<file path="src/rtl/dice_roll_ctrl.sv">
// Dice-roll sequencer: spins the face while the button is held,
// decelerates over SLOW_STEPS steps after release, then flags the throw.
module dice_roll_ctrl #(
  parameter int ROLL_DIV   = 4,
  parameter int SLOW_STEPS = 6
) (
  input  logic       clk,
  input  logic       rst_n,
  input  logic       stop,
  input  logic       btn_in,
  output logic [2:0] face,
  output logic       rolling,
  output logic       done,
  output logic [7:0] throws
);

  typedef enum logic [1:0] {
    S_IDLE,
    S_ROLL,
    S_SLOW,
    S_DONE
  } state_t;

  localparam logic [15:0] LP_DIV_M1 = 16'(ROLL_DIV - 1);
  localparam logic [3:0]  LP_LAST   = 4'(SLOW_STEPS - 1);

  state_t      r_state;
  state_t      w_next;
  logic [15:0] r_cnt;
  logic [15:0] w_cnt_nxt;
  logic [3:0]  r_k;
  logic [3:0]  w_k_nxt;
  logic        r_btn_prev;
  logic [2:0]  r_face;
  logic [2:0]  w_face_nxt;
  logic [7:0]  r_throws;
  logic [7:0]  w_throws_nxt;

  logic        w_rise;
  logic        w_fall;
  logic [2:0]  w_face_step;
  logic [15:0] w_slow_end;

  assign w_rise = btn_in & ~r_btn_prev;
  assign w_fall = ~btn_in & r_btn_prev;

  assign w_face_step = (r_face == 3'd6) ? 3'd1 : r_face + 3'd1;

  // Step k of the slow-down lasts ROLL_DIV*(k+1) cycles.
  assign w_slow_end =
    16'(ROLL_DIV * (int'({28'd0, r_k}) + 1) - 1);

  always_comb begin
    w_next       = r_state;
    w_cnt_nxt    = r_cnt;
    w_k_nxt      = r_k;
    w_face_nxt   = r_face;
    w_throws_nxt = r_throws;
    if (stop) begin
      w_next    = S_IDLE;
      w_cnt_nxt = '0;
      w_k_nxt   = '0;
    end else begin
      unique case (r_state)
        S_IDLE: begin
          if (w_rise) begin
            w_next    = S_ROLL;
            w_cnt_nxt = '0;
          end
        end
        S_ROLL: begin
          if (w_fall) begin
            w_next    = S_SLOW;
            w_cnt_nxt = '0;
            w_k_nxt   = '0;
          end else if (r_cnt == LP_DIV_M1) begin
            w_face_nxt = w_face_step;
            w_cnt_nxt  = '0;
          end else begin
            w_cnt_nxt = r_cnt + 16'd1;
          end
        end
        S_SLOW: begin
          if (r_cnt == w_slow_end) begin
            w_face_nxt = w_face_step;
            w_cnt_nxt  = '0;
            w_k_nxt    = r_k + 4'd1;
            if (r_k == LP_LAST) begin
              w_next       = S_DONE;
              w_throws_nxt = r_throws + 8'd1;
            end
          end else begin
            w_cnt_nxt = r_cnt + 16'd1;
          end
        end
        S_DONE: begin
          w_next = S_IDLE;
        end
        default: begin
          w_next = S_IDLE;
        end
      endcase
    end
  end

  always_ff @(posedge clk or negedge rst_n) begin
    if (!rst_n) begin
      r_state    <= S_IDLE;
      r_cnt      <= '0;
      r_k        <= '0;
      r_btn_prev <= 1'b0;
      r_face     <= 3'd1;
      r_throws   <= '0;
    end else begin
      r_state    <= w_next;
      r_cnt      <= w_cnt_nxt;
      r_k        <= w_k_nxt;
      r_btn_prev <= btn_in;
      r_face     <= w_face_nxt;
      r_throws   <= w_throws_nxt;
    end
  end

  assign face    = r_face;
  assign rolling = (r_state == S_ROLL) || (r_state == S_SLOW);
  assign done    = (r_state == S_DONE);
  assign throws  = r_throws;

endmodule

</file>
<file path="config.mk">
export PLATFORM = sky130hd
export DESIGN_NAME = dice_roll_ctrl
export DESIGN_NICKNAME = d
export VERILOG_FILES = /design/src/rtl/dice_roll_ctrl.sv
export SDC_FILE = /design/constraint.sdc
export NUM_CORES = 1
export LEC_CHECK = 0
export CORE_ASPECT_RATIO = 1.5
export CORE_UTILIZATION = 53
export CTS_CLUSTER_DIAMETER = 40
export CTS_CLUSTER_SIZE = 25
export DETAILED_ROUTE_END_ITERATION = 6
export GPL_TIMING_DRIVEN = 0
export PLACE_DENSITY_LB_ADDON = 0.3
export SETUP_SLACK_MARGIN = 0.02
export SKIP_LAST_GASP = 1
export SLEW_MARGIN = 20
export SYNTH_ARGS = -nofsm -noshare
export SYNTH_HDL_FRONTEND = slang
export SYNTH_SLANG_ARGS = --single-unit
</file>
<file path="constraint.sdc">
create_clock -name clk -period 2.9 [get_ports clk]
set_input_delay 0.435 -clock clk [delete_from_list [all_inputs] [get_ports clk]]
set_output_delay 0.435 -clock clk [all_outputs]
set_load 0.01 [all_outputs]
</file>
==> results by group, run 1 <==
CTS
  • CTS tree: done
  • Clock Path Buffers: 2
  • Clock Latency Late Sink: 0.29 ns
  • Htree depth: 2
  • Clock transition at path regs: 0.08 ns
  • CTS buffer count: 5
  • CTS root buf: clkbuf_8
  • CTS sink count: 34

STA
  • Final min period: 2.76 ns
  • Final hold vios: 0
  • Worst slew pin tran: 0.834 ns
  • Hold_ws: 0.0268 ns
  • Endpoints failing setup: 0
  • Fin crit share: 0.953
  • Pins Over Slew Limit: 0
  • Fmax achieved: 0.362 GHz
  • RSZ-0062 raised after global routing: no
  • Slew headroom: 0.442
  • Final WS setup: 0.135 ns
  • Max Clock Skew: 0.00789 ns

Synthesis
  • Share of the synthesized area in the top cell type: 0.343
  • Sequential cell area fraction in the yosys report: 0.354
  • Yosys top cell by area: dfrtp_1
  • Synth warn: 0
  • Number of synthesized flops with an enable pin: 0
  • Synth Flop Type: dfrtp_1
  • Seq cells post-synth: 34
  • Largest cells by area after synthesis: dfrtp_1, ha_1, nand2_1
  • Post-Syn Area per Cell: 8.98 um^2
  • Synth unique cells: 63
  • FFs w/ async S/R, synth: 1.00
  • Post-Synthesis Cell Area: 0.00241 mm^2
  • Synthesized Nets: 281
  • Post-synthesis cell count: 268

Die
  • # rows: 29
  • Die X: 57.0 um
  • Initial Util: 0.562
  • Chip height: 84.5 um
  • # IOs: 17
  • Die Area: 0.00482 mm^2
  • Total core area: 0.00428 mm^2

Power and ir drop
  • Worst VDD drop: 419 uV
  • Clk pwr share: 0.256
  • PwrDens: 493 mW/mm^2
  • Logic pwr share: 0.346
  • Sw frac: 0.365
  • Pleak: 0.00110 uW
  • Sequential power share: 0.398
  • Net Switching: 504 uW
  • Int Power: 876 uW

Setup path
  • CP endpoint kind: register
  • Crit path max fanout: 10
  • Worst setup SP type: register
  • Crit path kind: register to register
  • Req. time, crit path: 3.07 ns
  • Reg2Reg Depth: 8
  • Setup crit start: r_k[0]$_DFFE_PN0P_
  • Worst EP arrival: 2.94 ns
  • Origin of the critical flop-to-flop path: r_k[0]$_DFFE_PN0P_

Status
  • Status: completed

Worst hold path
  • Worst min path class: input port to asynchronous set/reset pin

Route
  • Drt wl/cell: 15.5 um
  • Vias: 2143
  • Via/cell ratio: 6.25
  • Routed WL: 5330 um
  • Drt first pass iters: 4
  • # DRC: 0
  • DRT antenna net count: 0
  • DRT iter0 DRCs: 110

Cells and area
  • Post-layout nets: 309
  • Fin cells: 343
  • Layout cell share with drive strength beyond 1: 0.141
  • ANT cells: 0
  • Synthesis-to-finish area growth: 16.2%
  • # fillers: 370
  • Multi-input logic area: 0.00148 mm^2
  • Register Area: 852 um^2

GRT
  • Largest net degree at the start of global routing: 25
  • First-pass GRT wire length: 9010 um
  • Vias in the first global route: 1980
  • Initial antenna violation count: 0
  • Global route overflow: 0
  • Total Routing Usage GR: 0.237

Placement
  • Routability cong.: 0.873
  • Pre-CTS setup slack: -0.168 ns
  • Post-DP HPWL: 3900 um
  • Total placed cells including tap cells: 330
  • Port Buf Inserts: 15

Job
  • Max-Cap Viols: 0
[stage by stage]
step | util | cell area [um^2] | power, uW | TNS [ns]
floorplan | - | 2410 | 868 | 0
CTS | 0.641 | 2740 | 1390 | 0
detailed placement | 0.616 | 2640 | 1040 | -0.879
finish | 0.653 | 2800 | 1380 | 0
global placement | 0.611 | 2620 | 1020 | -0.653
global route | 0.653 | 2800 | 1450 | 0
[state kept, by name, summed over array words and instances (netlist names)]
signal,count
face,3
r_cnt,16
throws,8
r_btn_prev,1
r_state,2
r_k,4
[synth_stat cells (all sizes together), types with 2 or more instances]
| master | instances |
|---|---|
| xor2 | 8 |
| o31ai | 3 |
| a31oi | 9 |
| a41oi | 2 |
| and3 | 4 |
| o22ai | 2 |
| mux2 | 3 |
| nand2 | 28 |
| nor3 | 5 |
| o41ai | 2 |
| mux2i | 3 |
| or4 | 2 |
| dfrtp | 33 |
| a211oi | 4 |
| a21boi | 3 |
| xnor2 | 9 |
| o2111ai | 5 |
| nand3b | 4 |
| or3 | 3 |
| nor2b | 4 |
| o21ai | 7 |
| nor4 | 6 |
| nand4 | 8 |
| or3b | 2 |
| nand3 | 18 |
| nor2 | 16 |
| nand2b | 3 |
| a21oi | 11 |
| buf | 4 |
| inv | 13 |
| clkbuf | 10 |
| or2 | 6 |
| ha | 9 |
| o221ai | 2 |
[kinds of logic (layout without fill, tap and decap cells)]
kind of cell,count (synthesis),in the layout,share of synthesized area
compound gates,60,60,0.202
xor+xnor,17,17,0.0619
fa+ha+maj,9,9,0.0468
buf+inv,27,56,0.0442
flops,34,34,0.354
mux,6,6,0.0317
simple gates,115,115,0.259
[repair_timing]
item                       4_1_cts  5_1_grt
setup endpoints to repair       11       13
gates resized for setup          1        5
buffers inserted                 2        4
pin swaps                        1        2
hold buffers                     0        0
[placed cells by master (no fill, tap or decap), drive strengths merged, types with 6 or more instances in the layout]
cell	netlist	final
dfrtp	33	33
nand2	28	28
nand3	18	18
nor2	16	16
clkbuf	10	15
clkdlybuf4s50	0	14
inv	13	13
buf	4	12
a21oi	11	11
xnor2	9	9
a31oi	9	9
ha	9	9
nand4	8	8
xor2	8	8
o21ai	7	7
nor4	6	6
or2	6	6
[critical path: stages, from the launching register on]
cell and delay (ns):
dfrtp_1 0.50, ha_1 0.40, xnor2_1 0.15, or3_4 0.34, a211oi_4 0.31, buf_4 0.19, o211ai_4 0.15, a211oi_2 0.26
mux2_1 0.33
[path summary, 6_finish.rpt]
kind                                    endpoint  slack, ns
setup reg to reg             face[2]$_DFFE_PN0P_       0.14
min in group clk           throws[7]$_DFFE_PN0P_       0.47
setup / recovery             face[2]$_DFFE_PN0P_       0.14
hold reg to reg            throws[7]$_DFFE_PN0P_       0.47
max in group asynchronous    face[0]$_DFFE_PN1P_       2.37
hold / removal                r_k[3]$_DFFE_PN0P_       0.03
[final cells by class]
cell class / count / share of cell area
buffer: 13 / 0.0192
tap: 46 / 0.0206
multi-input combinational: 207 / 0.530
inverter: 13 / 0.0174
clock buffer: 6 / 0.0259
timing repair buffer: 22 / 0.0778
sequential: 34 / 0.305
clock inverter: 2 / 0.00492
[power groups by stage]
| stage | combinational [uW] | sequential, uW | clock (uW) |
|---|---|---|---|
| floorplan | 306 | 562 | 0 |
| global placement | 463 | 557 | 0 |
| detailed placement | 475 | 560 | 0 |
| CTS | 476 | 551 | 360 |
| global route | 520 | 555 | 380 |
| finish | 478 | 550 | 353 |
[layer usage]
metal  vias up  global-route usage  routed length [um]
met5         -                   0                   0
met4         0              0.0953                  71
met3         7              0.0447                 169
met2        42               0.421                2900
met1      1058               0.275                2190
li1       1036                   -                   -
No activity file was read; power rests on OpenSTA's default activity.
==> inputs of run 2 (changes only) <==
CORE_UTILIZATION = 55   (was 53)
CTS_BUF_LIST = sky130_fd_sc_hd__clkbuf_2   (was unset)
RECOVER_POWER = 25   (was unset)
==> run 2 against run 1 <==
Against the previous run: sequential share of layout area up 0.62 points; die area down 3.5%; sequential cell count unchanged; critical path type unchanged; critical endpoint is now r_state[0]$_DFFE_PN0P_; highest routed layer unchanged.
==> results by group, run 2 (synthesized netlist as in run 1, its figures left out) <==
Status
  • Status: completed

Cells and area
  • ANT cells: 0 (unchanged)
  • Post-layout nets: 310 (+0.32%)
  • Synthesis-to-finish area growth: 14.2%
  • Most flop-heavy register: r_cnt
  • Final Util: 0.653 (about the same)
  • Most frequent cells in the layout: dfrtp_1, nand2_1, nand3_1
  • Commonest non-fill, non-tap cell in the layout: dfrtp_1
  • Layout cell share with drive strength beyond 1: 0.134 (-0.00719)
  • Max reg flops: 16 (unchanged)
  • Fin cells: 344 (+0.29%)

Placement
  • Port Buf Inserts: 15 (unchanged)
  • Routability cong.: 0.890 (+2.0%)
  • Pre-CTS setup slack: -0.192 ns (-0.0244 ns)
  • Total placed cells including tap cells: 330 (unchanged)
  • Post-DP HPWL: 3960 um (+1.5%)

Route
  • DRT iter0 DRCs: 66 (-40%)
  • Routed WL: 5370 um (+0.84%)
  • Vias: 2135 (-0.37%)
  • Drt first pass iters: 4 (unchanged)
  • Drt wl/cell: 15.6 um (+0.55%)
  • # DRC: 0 (unchanged)
  • DRT antenna net count: 0 (unchanged)
  • Via/cell ratio: 6.21 (-0.66%)

CTS
  • Clock Path Buffers: 2 (unchanged)
  • CTS root buf: clkbuf_2
  • CTS tree: done
  • CTS buffer count: 5 (unchanged)
  • Clock Latency Late Sink: 0.39 ns (+0.10 ns)
  • Htree depth: 2 (unchanged)
  • Clock transition at path regs: 0.20 ns (+0.12 ns)
  • CTS sink count: 34 (unchanged)

STA
  • Final WS setup: 0.155 ns (+0.0196 ns)
  • Slew headroom: 0.206 (-0.236)
  • Fmax achieved: 0.364 GHz (+0.71%)
  • Final min period: 2.74 ns (-0.0196 ns)
  • Fin crit share: 0.947 (-0.00677)
  • Endpoints failing setup: 0 (unchanged)
  • RSZ-0062 raised after global routing: no
  • Worst slew pin tran: 1.19 ns (+0.358 ns)
  • Max Clock Skew: 0.0240 ns (+0.0161 ns)
  • Total negative setup slack: 0 ns (unchanged)
  • Final hold vios: 0 (unchanged)
  • Pins Over Slew Limit: 0 (unchanged)

Die
  • Initial Util: 0.572 (+0.00969)
  • # IOs: 17 (unchanged)
  • # rows: 29 (unchanged)
  • Die X: 56.0 um (-1.8%)
  • Die Area: 0.00465 mm^2 (-3.5%)
  • Chip height: 83.0 um (-1.8%)
  • Total core area: 0.00421 mm^2 (-1.7%)

Job
  • Max-Cap Viols: 0 (unchanged)

Setup path
  • CP endpoint kind: register
  • Crit path kind: register to register
  • Worst setup SP type: register
  • Worst EP arrival: 3.05 ns (+0.11 ns)
  • Req. time, crit path: 3.21 ns (+0.14 ns)
  • Reg2Reg Depth: 7 (-1)
  • Crit path max fanout: 7 (-3)

GRT
  • Vias in the first global route: 2022 (+2.1%)
  • Initial antenna violation count: 0 (unchanged)
  • First-pass GRT wire length: 9200 um (+2.1%)
  • Largest net degree at the start of global routing: 24 (-4.0%)
  • Global route overflow: 0 (unchanged)
  • Total Routing Usage GR: 0.246 (+0.00863)

Power and ir drop
  • Pleak: 0.00108 uW (-1.4%)
  • Worst VDD drop: 374 uV (-11%)
  • PwrDens: 459 mW/mm^2 (-7.0%)
  • Design Power: 1260 uW (-8.6%)

Worst hold path
  • Hold Path Stages: 2
  • Worst min path class: input port to register
==> run 2: changes by cell type in the layout (fill, tap and decap cells not counted), moves of 2 or more <==
cell and delta:
dfrtp_2 +2, nor4_2 -2, dfrtp_1 -2, dlygate4sd3_1 +2, nor4_4 +2, clkbuf_8 -5, clkbuf_2 +5
==> run 2: repair_timing <==
action                     CTS  global route
hold endpoints to repair    11             0
resized for setup            3             4
setup endpoints to repair   17            11
buffers inserted             3             3
hold buffers                 1             0
pin swaps                    1             2
==> run 2: power breakdown <==
part	internal (uW)	switching (uW)	total, uW
Combinational	189	285	475
Clock	59.6	180	239
Sequential	515	33.8	548
==> run 2: final timing paths <==
kind                                            start                     end  slack (ns)
worst min-delay path                             stop      r_k[1]$_DFFE_PN0P_        0.43
max in group asynchronous                       rst_n    r_cnt[3]$_DFFE_PN0P_        0.79
worst max register to register     r_k[0]$_DFFE_PN0P_  r_state[0]$_DFFE_PN0P_        0.16
worst min register to register  throws[7]$_DFFE_PN0P_   throws[7]$_DFFE_PN0P_        0.49
min in group asynchronous                       rst_n      r_k[3]$_DFFE_PN0P_        0.57
worst max-delay path               r_k[0]$_DFFE_PN0P_  r_state[0]$_DFFE_PN0P_        0.16
==> run 2: per-stage QoR <==
step	instance area (um^2)	hold WS, ns
2_1_floorplan	2410	0.139
3_5_place_dp	2640	0.363
5_1_grt	2750	0.426
3_3_place_gp	2620	0.466
4_1_cts	2730	0.426
6_report	2750	0.431
==> run 2: worst max-delay path: stages, from the launching register on <==
cell	delay, ns
dfrtp_2	0.49
ha_1	0.30
or2_0	0.29
o31a_1	0.32
a21boi_4	0.31
nor2_1	0.18
o32ai_2	0.42
mux2_1	0.36
==> run 2: layer usage <==
layer / vias up / part of all wire / track usage
met2: 46 / 0.53 / 0.426
met5: - / 0 / 0
met1: 1033 / 0.42 / 0.297
met4: 0 / 0.023 / 0.106
met3: 12 / 0.033 / 0.0374
li1: 1044 / - / -
==> run 2: area by class of cell <==
class                      instances  area [um^2]
buffer                            13         53.8
clock buffer                       5         25.0
clock inverter                     3         20.0
fill                             370         1460
inverter                          13         48.8
multi-input combinational        207         1490
sequential                        34          855
tap                               46         57.6
timing repair buffer              23          203
==> inputs of run 3 (changes only) <==
CORE_UTILIZATION = 61   (was 55)
clock period = 2.8 ns   (was 2.9 ns; I/O delays follow)
==> run 3 against run 2 <==
Against the previous run: largest power group unchanged; global-route usage rose by 5.7 points; first-iteration DRC count grew 65%; sequential share of layout area fell by 0.97 points; sequential power grew 4.0%; register-to-register slack got worse by 0.06 ns; final cell count is 0.87% higher; non-clock buffer count up 6; setup slack worse by 0.063 ns.
==> results by group, run 3 (synthesized netlist as in run 1, its figures left out) <==
Status
  • Status: completed

Cells and area
  • Commonest non-fill, non-tap cell in the layout: dfrtp_1
  • ANT cells: 0 (unchanged)
  • Post-layout nets: 316 (+1.9%)
  • Fin cells: 347 (+0.87%)
  • Most flop-heavy register: r_cnt
  • Most frequent cells in the layout: dfrtp_1, nand2_1, nand3_1
  • Final Util: 0.764 (+0.111)
  • Layout cell share with drive strength beyond 1: 0.171 (+0.0368)
  • Max reg flops: 16 (unchanged)
  • Synthesis-to-finish area growth: 17.9%

Placement
  • Total placed cells including tap cells: 327 (-0.91%)
  • Post-DP HPWL: 3830 um (-3.2%)
  • Port Buf Inserts: 15 (unchanged)
  • Routability cong.: 0.886 (-0.46%)

STA
  • Fin crit share: 0.967 (+0.0207)
  • RSZ-0062 raised after global routing: yes
  • Worst slew pin tran: 0.849 ns (-0.343 ns)
  • Pins Over Slew Limit: 0 (unchanged)
  • Fmax achieved: 0.369 GHz (+1.4%)
  • Max Clock Skew: 0.0108 ns (-0.0132 ns)
  • Final min period: 2.71 ns (-0.0368 ns)
  • Endpoints failing setup: 0 (unchanged)
  • Final hold vios: 0 (unchanged)
  • Slew headroom: 0.431 (+0.226)

Job
  • Max-Cap Viols: 0 (unchanged)

Power and ir drop
  • Worst VDD drop: 435 uV (+16%)
  • Pleak: 0.00112 uW (+3.5%)
  • PwrDens: 465 mW/mm^2 (+1.3%)

Route
  • Routed WL: 5690 um (+5.9%)
  • Drt first pass iters: 6 (+2)
  • Drt wl/cell: 16.4 um (+5.0%)
  • # DRC: 0 (unchanged)
  • Via/cell ratio: 6.39 (+3.0%)
  • Vias: 2219 (+3.9%)
  • DRT antenna net count: 0 (unchanged)
  • DRT iter0 DRCs: 109 (+65%)

Setup path
  • Buf/Inv on CP: 1 (+1)
  • Req. time, crit path: 3.13 ns (-0.08 ns)
  • Worst setup SP type: register
  • Worst EP arrival: 3.04 ns (about the same)
  • Delay-heaviest family, CP: simple AND/OR/NAND/NOR gates
  • Slowest library cell on the worst path: dfrtp_2
  • CP peak stage delay: 0.52 ns (+0.03 ns)
  • Crit path kind: register to register
  • CP endpoint kind: register
  • Crit path max fanout: 8 (+1)
  • Cell depth of the worst setup path: 8 (+1)
  • CP Cell Sequence: ha_4, or2_0, a211oi_2, mux2i_4, buf_4, o2111ai_4, nor4_4, xor2_1
  • Reg2Reg Depth: 8 (+1)

GRT
  • Global route overflow: 0 (unchanged)
  • Initial antenna violation count: 0 (unchanged)
  • Total Routing Usage GR: 0.303 (+0.0573)
  • First-pass GRT wire length: 9470 um (+3.0%)
  • Largest net degree at the start of global routing: 33 (+38%)
  • Vias in the first global route: 2132 (+5.4%)

CTS
  • CTS tree: done
  • Clock Latency Late Sink: 0.39 ns (about the same)
  • CTS sink count: 34 (unchanged)
  • Clock Path Buffers: 2 (unchanged)
  • Htree depth: 2 (unchanged)
  • CTS buffer count: 5 (unchanged)
  • CTS root buf: clkbuf_2
  • Clock transition at path regs: 0.19 ns (about the same)

Worst hold path
  • Worst min path class: input port to asynchronous set/reset pin

Die
  • Initial Util: 0.648 (+0.0759)
  • Die X: 53.3 um (-4.9%)
  • Chip height: 78.9 um (-4.9%)
  • Die Area: 0.00421 mm^2 (-9.6%)
  • # IOs: 17 (unchanged)
  • # rows: 27 (-6.9%)
  • Total core area: 0.00372 mm^2 (-12%)
## run 3: cell count changes in the layout (fill, tap and decap cells not counted), sizes merged
cell	change
buf	+7
clkinv	-1
clkinvlp	+1
inv	-1
## run 3: final cells by class
class | count | area, um^2
Timing Repair Buffer | 29 | 268
Fill cell | 264 | 877
Buffer | 13 | 55.1
Sequential cell | 34 | 855
Tap cell | 43 | 53.8
Inverter | 13 | 48.8
Clock buffer | 6 | 30.0
Multi-Input combinational cell | 207 | 1510
Clock inverter | 2 | 15.0
## run 3: where the power goes
part           leakage, uW  internal, uW  total [uW]  switching (uW)
Sequential        0.000457           533         570            37.2
Combinational     0.000637           199         499             299
Clock            0.0000252          64.6         251             186
Total              0.00112           797        1320             522
## run 3: worst paths after layout
check	startpoint	end	slack [ns]
setup / recovery	r_k[0]$_DFFE_PN0P_	throws[7]$_DFFE_PN0P_	0.09
hold / removal	rst_n	r_k[3]$_DFFE_PN0P_	0.38
setup reg to reg	r_k[0]$_DFFE_PN0P_	throws[7]$_DFFE_PN0P_	0.09
hold reg to reg	throws[7]$_DFFE_PN0P_	throws[7]$_DFFE_PN0P_	0.48
max in group asynchronous	rst_n	face[0]$_DFFE_PN1P_	1.89
min in group clk	stop	r_k[0]$_DFFE_PN0P_	0.43
## run 3: timing repair
| item | 4_1_cts | 5_1_grt |
|---|---|---|
| hold endpoints to repair | 6 | 0 |
| buffers inserted | 5 | 7 |
| pin swaps | 1 | 2 |
| cloned | 0 | 0 |
| resized for setup | 4 | 10 |
| hold buffers | 1 | 0 |
| setup endpoints to repair | 22 | 13 |
## run 3: layer usage
| metal | wire length, um | share of wire | vias to the layer above | track usage |
|---|---|---|---|---|
| met5 | 0 | 0 | - | 0 |
| met1 | 2420 | 0.42 | 1050 | 0.382 |
| met2 | 2860 | 0.50 | 92 | 0.505 |
| li1 | - | - | 1053 | - |
| met3 | 251 | 0.044 | 24 | 0.0421 |
| met4 | 158 | 0.028 | 0 | 0.124 |
## run 3: stage by stage
stage          hold WS [ns]  power (uW)  worst slack (ns)  area (um^2)  setup TNS (ns)
6_report              0.379        1320            0.0918         2840               0
5_1_grt               0.400        1400           -0.0215         2840         -0.0215
4_1_cts               0.331        1320            0.0252         2740               0
3_5_place_dp          0.236        1070            -0.273         2630           -2.32
3_3_place_gp          0.456        1060            -0.228         2610           -1.47
2_1_floorplan         0.124         899            0.0798         2410               0
## run 3: worst reg2reg max path: stages (launching register included)
cell and delay [ns]:
dfrtp_2 0.52, ha_4 0.21, or2_0 0.25, a211oi_2 0.36
mux2i_4 0.40, buf_4 0.20, o2111ai_4 0.21, nor4_4 0.35
xor2_1 0.16
